[config.mk]
export PLATFORM = sky130hd
export DESIGN_NAME = acc_datapath
export DESIGN_NICKNAME = d
export VERILOG_FILES = /design/src/rtl/acc_datapath_pkg.sv /design/src/rtl/acc_datapath_out_fifo.sv /design/src/rtl/acc_datapath.sv
export SDC_FILE = /design/constraint.sdc
export NUM_CORES = 1
export LEC_CHECK = 0
export CAP_MARGIN = 20
export CORE_MARGIN = 4
export CORE_UTILIZATION = 35
export DETAILED_ROUTE_END_ITERATION = 16
export PLACE_DENSITY_LB_ADDON = 0.05
export SYNTH_ARGS = -nofsm -noshare
export SYNTH_HDL_FRONTEND = slang
export SYNTH_SLANG_ARGS = --single-unit
[constraint.sdc]
create_clock -name clk -period 5.8 [get_ports clk]
set_input_delay 0.87 -clock clk [delete_from_list [all_inputs] [get_ports clk]]
set_output_delay 0.87 -clock clk [all_outputs]
set_load 0.03 [all_outputs]
[src/rtl/acc_datapath_pkg.sv]
// Shared definitions for the accumulator datapath: word width, output FIFO depth,
// controller state encoding and strobe priority resolution.
package acc_datapath_pkg;

    localparam int unsigned WORD_W         = 16;
    localparam int unsigned OUT_FIFO_DEPTH = 4;

    typedef enum logic [1:0] {
        S_IDLE,
        S_RD_WAIT,
        S_OUT_WAIT,
        S_HALT
    } state_t;

    // Declaration order is the strobe priority, highest first.
    typedef enum logic [3:0] {
        OP_HLT,
        OP_READ,
        OP_WRITE,
        OP_OUT,
        OP_ARG,
        OP_ACC,
        OP_NAD,
        OP_SHL,
        OP_SHR,
        OP_NONE
    } op_t;

    // strobes = {hlt, read, write, out, arg, acc, nad, shl, shr}
    function automatic op_t pick_op(input logic [8:0] strobes);
        op_t op;
        if      (strobes[8]) op = OP_HLT;
        else if (strobes[7]) op = OP_READ;
        else if (strobes[6]) op = OP_WRITE;
        else if (strobes[5]) op = OP_OUT;
        else if (strobes[4]) op = OP_ARG;
        else if (strobes[3]) op = OP_ACC;
        else if (strobes[2]) op = OP_NAD;
        else if (strobes[1]) op = OP_SHL;
        else if (strobes[0]) op = OP_SHR;
        else                 op = OP_NONE;
        return op;
    endfunction

endpackage

[src/rtl/acc_datapath_out_fifo.sv]
// Small circular FIFO buffering output-port words; head is presented
// combinationally and pointers wrap modulo DEPTH.
module out_fifo #(
    parameter int unsigned WIDTH = 16,
    parameter int unsigned DEPTH = 4
) (
    input  logic             clk,
    input  logic             reset,
    input  logic             push,
    input  logic [WIDTH-1:0] push_data,
    input  logic             pop,
    output logic [WIDTH-1:0] head,
    output logic             valid,
    output logic             full
);
    localparam int unsigned PTR_W = (DEPTH > 1) ? $clog2(DEPTH) : 1;
    localparam int unsigned CNT_W = $clog2(DEPTH + 1);

    logic [WIDTH-1:0] slots [DEPTH];
    logic [PTR_W-1:0] wr_ptr;
    logic [PTR_W-1:0] rd_ptr;
    logic [CNT_W-1:0] count;
    logic             do_push;
    logic             do_pop;

    function automatic logic [PTR_W-1:0] bump(input logic [PTR_W-1:0] p);
        return (p == PTR_W'(DEPTH - 1)) ? '0 : p + 1'b1;
    endfunction

    assign valid   = (count != '0);
    assign full    = (count == CNT_W'(DEPTH));
    assign do_pop  = pop && valid;
    // A push into a full FIFO is only taken when the head leaves in the same cycle.
    assign do_push = push && (!full || do_pop);
    assign head    = slots[rd_ptr];

    always_ff @(posedge clk or negedge reset) begin
        if (!reset) begin
            wr_ptr <= '0;
            rd_ptr <= '0;
            count  <= '0;
        end else begin
            if (do_push) wr_ptr <= bump(wr_ptr);
            if (do_pop)  rd_ptr <= bump(rd_ptr);
            if (do_push && !do_pop)      count <= count + 1'b1;
            else if (do_pop && !do_push) count <= count - 1'b1;
        end
    end

    always_ff @(posedge clk) begin
        if (do_push) slots[wr_ptr] <= push_data;
    end

endmodule

[src/rtl/acc_datapath.sv]
// Accumulator datapath with data-memory and output-port sequencing.
// Optional feature macro: ACC_DATAPATH_OUT_FIFO_EN (4-entry output FIFO instead of OUT_WAIT).
module acc_datapath
    import acc_datapath_pkg::*;
(
    input  logic              clk,
    input  logic              reset,
    input  logic              ctl_hlt,
    input  logic              ctl_arg,
    input  logic              ctl_nad,
    input  logic              ctl_shl,
    input  logic              ctl_shr,
    input  logic              ctl_acc,
    input  logic              ctl_out,
    input  logic              ctl_read,
    input  logic              ctl_write,
    input  logic [WORD_W-1:0] arg,
    output logic              alu_is_zero,
    output logic              stall,
    output logic [WORD_W-1:0] dmem_addr,
    output logic [WORD_W-1:0] dmem_wr_data,
    output logic              dmem_rd_en,
    output logic              dmem_wr_en,
    input  logic [WORD_W-1:0] dmem_rd_data,
    output logic [WORD_W-1:0] out_data,
    output logic              out_valid,
    input  logic              out_ready,
    output logic              halted
);
    state_t            state;
    state_t            state_nxt;
    logic [WORD_W-1:0] acc;
    logic [WORD_W-1:0] opnd;
    op_t               op;
    logic              accept;
    logic              out_pop;

    assign op          = pick_op({ctl_hlt, ctl_read, ctl_write, ctl_out,
                                  ctl_arg, ctl_acc, ctl_nad, ctl_shl, ctl_shr});
    assign out_pop     = out_valid && out_ready;
    assign alu_is_zero = (acc == '0);
    assign halted      = (state == S_HALT);

`ifdef ACC_DATAPATH_OUT_FIFO_EN
    logic              fifo_full;
    logic              fifo_push;
    logic [WORD_W-1:0] fifo_head;

    assign fifo_push = accept && (op == OP_OUT);
    assign out_data  = out_valid ? fifo_head : '0;

    out_fifo #(
        .WIDTH (WORD_W),
        .DEPTH (OUT_FIFO_DEPTH)
    ) u_out_fifo (
        .clk       (clk),
        .reset     (reset),
        .push      (fifo_push),
        .push_data (acc),
        .pop       (out_pop),
        .head      (fifo_head),
        .valid     (out_valid),
        .full      (fifo_full)
    );
`endif

    always_comb begin
        stall     = 1'b0;
        accept    = 1'b0;
        state_nxt = state;
`ifdef ACC_DATAPATH_OUT_FIFO_EN
        stall  = (state == S_RD_WAIT) || ((state == S_IDLE) && fifo_full);
        // While full, only an output push that coincides with a pop gets through.
        accept = (state == S_IDLE) && (op != OP_NONE) &&
                 (!fifo_full || ((op == OP_OUT) && out_pop));
`else
        stall  = (state == S_RD_WAIT) || (state == S_OUT_WAIT);
        accept = (state == S_IDLE) && (op != OP_NONE);
`endif
        case (state)
            S_IDLE: begin
                if (accept) begin
                    case (op)
                        OP_HLT:  state_nxt = S_HALT;
                        OP_READ: state_nxt = S_RD_WAIT;
`ifndef ACC_DATAPATH_OUT_FIFO_EN
                        OP_OUT:  state_nxt = S_OUT_WAIT;
`endif
                        default: state_nxt = S_IDLE;
                    endcase
                end
            end
            // First RD_WAIT cycle carries the rd_en pulse; data lands in the second.
            S_RD_WAIT:  if (!dmem_rd_en) state_nxt = S_IDLE;
            S_OUT_WAIT: if (out_pop) state_nxt = S_IDLE;
            S_HALT:     state_nxt = S_HALT;
            default:    state_nxt = S_IDLE;
        endcase
    end

    always_ff @(posedge clk or negedge reset) begin
        if (!reset) state <= S_IDLE;
        else        state <= state_nxt;
    end

    always_ff @(posedge clk or negedge reset) begin
        if (!reset) begin
            acc          <= '0;
            opnd         <= '0;
            dmem_rd_en   <= 1'b0;
            dmem_wr_en   <= 1'b0;
            dmem_addr    <= '0;
            dmem_wr_data <= '0;
        end else begin
            dmem_rd_en <= accept && (op == OP_READ);
            dmem_wr_en <= accept && (op == OP_WRITE);
            if (accept && ((op == OP_READ) || (op == OP_WRITE))) dmem_addr <= arg;
            if (accept && (op == OP_WRITE)) dmem_wr_data <= acc;
            if ((state == S_RD_WAIT) && !dmem_rd_en) opnd <= dmem_rd_data;
            if (accept) begin
                case (op)
                    OP_ARG:  opnd <= arg;
                    OP_ACC:  acc  <= opnd;
                    OP_NAD:  acc  <= ~(acc & opnd);
                    OP_SHL:  acc  <= {acc[WORD_W-2:0], 1'b0};
                    OP_SHR:  acc  <= {1'b0, acc[WORD_W-1:1]};
                    default: ;
                endcase
            end
        end
    end

`ifndef ACC_DATAPATH_OUT_FIFO_EN
    always_ff @(posedge clk or negedge reset) begin
        if (!reset) begin
            out_valid <= 1'b0;
            out_data  <= '0;
        end else if (accept && (op == OP_OUT)) begin
            out_valid <= 1'b1;
            out_data  <= acc;
        end else if (out_pop) begin
            out_valid <= 1'b0;
        end
    end
`endif

endmodule

==> metrics.md <==
| Metric | Value |
|---|---|
| Die X | 116 um |
| CP Max Fanout | 18 |
| Number of synthesized register bits | 85 |
| Num ports | 98 |
| Dominant synthesized flop cell | dfrtp_1 |
| Clk_lat worst skew | 0.34 ns |
| Cell area after synthesis | 4050 sq um |
| Post-Syn Nets | 395 |
| Final HPWL DP | 7540 um |
| Clock root buffer | clkbuf_16 |
| Global-route wire length before repair | 17400 um |
| Clk sinks | 85 |
| Antenna-violating nets left | 0 |
| # DRC | 0 |
| Chip height | 116 um |
| Avg Vias per Cell | 5.30 |
| Final GP Congestion | 0.831 |
| Fraction of the mapped netlist area in compound gates | 0.122 |
| Largest net degree at the start of global routing | 50 |
| Share of the synthesized area in the top cell type | 0.525 |
| WHS | 0.503 ns |
| Number of enable flip-flop cells after synthesis | 0 |
| Clock buffer depth | 2 |
| Final period utilization | 0.592 |
| Cts bufs inserted | 9 |
| Share of layout cells above drive strength 1 | 0.187 |
| GRT Util Overall | 0.169 |
| Setup Viol. Count Final | 0 |
| Asr flop ratio synth | 1.00 |
| Yosys warnings | 0 |
| LEAKAGE | 0.00236 uW |
| Worst path arrival time | 3.65 ns |
| Top-count cell post-synth | dfrtp_1 |
| Max cap viols | 0 |
| Cell taking the most area after synthesis | dfrtp_1 |
| Max VDD drop | 0.183 mV |
| Grt ovf | 0 |
| RSZ-0062 raised after global routing | false |
| Tightest Pin Transition | 1.10 ns |
| Nature of the critical path startpoint | input pin |
| Antenna violations before repair | 0 |
| Avg Synthesized Cell Area | 11.7 sq um |
| Post-cts hold buffer count | 0 |
| Final WS setup | 2.37 ns |
| Post-layout min period | 3.43 ns |
| Vias post-DR | 3112 |
| Die ar. | 13400 sq um |
| Largest family of logic cells by synthesized area | multiplexers |
| 1st-iter DRT viols | 192 |
| DP Worst Slack | 2.05 ns |
| Status | complete, no violations |
| Sequential-to-total area share from yosys stat | 0.525 |
| CP Capture Type | flip-flop |
| Setup Skew | 0.00693 ns |
| Htree depth | 3 |
| Average wire per standard cell | 18.2 um |
| Rel. slew slack | 0.261 |
| ANT cells | 0 |
| Core area | 11400 sq um |
| Largest cells by area after synthesis | dfrtp_1 53%, mux2_2 14%, mux2i_1 4.2% |
| Starting Density | 0.356 |
| XOR/XNOR Fraction of Synth Area | 0 |
| Placed insts | 570 |
| Port Buffers | 97 |
| WP data required | 6.02 ns |
| Mux contribution to synthesized area | 0.181 |
| Cells after Synth | 346 |
| Number of global-route vias before repair | 3200 |
| TritonCTS clock tree | built |
| Post-synth top cells | 85 x dfrtp_1, 50 x mux2_2, 26 x nand2_1 |
| Final WL | 10700 um |
| Fin cells | 587 |
| Pins over their slew limit | 0 |
| Worst Setup Path Type | in2reg |
| Library cells used by synthesis | 47 |
| Worst Hold Class | in2async |
| Area delta synth->final | 34.7% |
| Simple logic cell fraction of the synthesized area | 0.130 |
| Clock transition at path regs | 0.06 ns |
| Adder-Cell Fraction of Synth Area | 0.0154 |
| PD cells | 222 nW/um^2 |
| 1st-pass router iterations | 4 |
| Post-layout nets | 488 |
| Core Util, Final | 0.480 |
| Row count | 39 |
| Final Hold Fails | 0 |
| Post-CTS setup buffers | 0 |
| Post-CTS Resized | 0 |
| Sum Neg Setup Slack | 0 ns |
| Fmax | 291 MHz |
-- worst max-delay path, cell delays in order --
cell,delay (ns)
clkdlybuf4s50_1,0.59
or4_1,0.73
nor4b_4,0.90
nand2_2,0.27
o22ai_1,0.24
a21oi_2,0.04
-- layout by cell type, fill, tap and decap left out, types with 2 or more instances in the layout --
| master | instances |
|---|---|
| and3_1 | 8 |
| o32a_1 | 7 |
| nor4_1 | 5 |
| mux2_2 | 50 |
| nor2_1 | 25 |
| nand2_1 | 26 |
| clkbuf_8 | 3 |
| buf_4 | 3 |
| nor4b_4 | 2 |
| dfrtp_1 | 85 |
| a21oi_1 | 24 |
| ha_1 | 5 |
| o22ai_1 | 7 |
| nor3_1 | 2 |
| nand3_1 | 9 |
| a31oi_1 | 2 |
| a221oi_1 | 7 |
| a211oi_1 | 7 |
| inv_1 | 5 |
| nor4_2 | 2 |
| mux2i_1 | 17 |
| clkbuf_16 | 9 |
| clkinv_2 | 2 |
| o21ai_0 | 9 |
| clkdlybuf4s50_1 | 96 |
-- routing by layer --
metal | wire length [um] | vias up | GRT usage
met1 | 4780 | 1517 | 0.231
met3 | 921 | 8 | 0.0668
met4 | 105 | 0 | 0.0446
met5 | 0 | - | 0
met2 | 4850 | 112 | 0.252
li1 | - | 1475 | -
-- sequential cells by signal (all words and copies together) (netlist names) --
signal and cells:
opnd 16, dmem_wr_data 16, dmem_wr_en 1, dmem_rd_en 1, state 2, acc 16, out_valid 1, dmem_addr 16
out_data 16
-- logic make-up (layout without fill, tap and decap cells) --
group                      after synthesis  in the layout
buffers and inverters                   23            121
DFF                                     85             85
muxes                                   67             67
adders and majority gates                5              5
and+or+nand+nor                         94             94
AOI/OAI and AO/OA                       72             72
-- where the power goes --
part           internal (uW)      switching (uW)
logic                   30.9                34.2
clock network            325                 228
registers                593  0.0000000000000106
-- cell type report --
class	instances	area [sq um]
flip-flops and latches	85	2130
repair buffers	100	998
inverters	5	18.8
clock buffers	13	270
well taps	143	179
fillers	1085	5920
multi-input cells	238	1840
clock inverters	3	18.8
-- final timing paths --
| path | from | endpoint | slack (ns) | depth (start not counted) |
|---|---|---|---|---|
| max | ctl_write | acc[8] | 2.37 | 6 |
| min | reset | out_valid | 0.50 | 1 |
| max reg2reg | state[0] | opnd[7] | 3.32 | 6 |
| min reg2reg | out_data[14] | out_data[14] | 0.50 | 1 |
| max in group asynchronous | reset | dmem_addr[9] | 4.30 | 2 |
| min in group clk | out_data[14] | out_data[14] | 0.50 | 1 |
-- stage by stage --
| step | power [uW] | instance area (sq um) |
|---|---|---|
| 2_1_floorplan | 619 | 4050 |
| 4_1_cts | 1230 | 5440 |
| 3_5_place_dp | 670 | 5150 |
| 5_1_grt | 1260 | 5450 |
| 3_3_place_gp | 670 | 5150 |
| 6_report | 1210 | 5450 |
(Power assumes the default switching activity.)
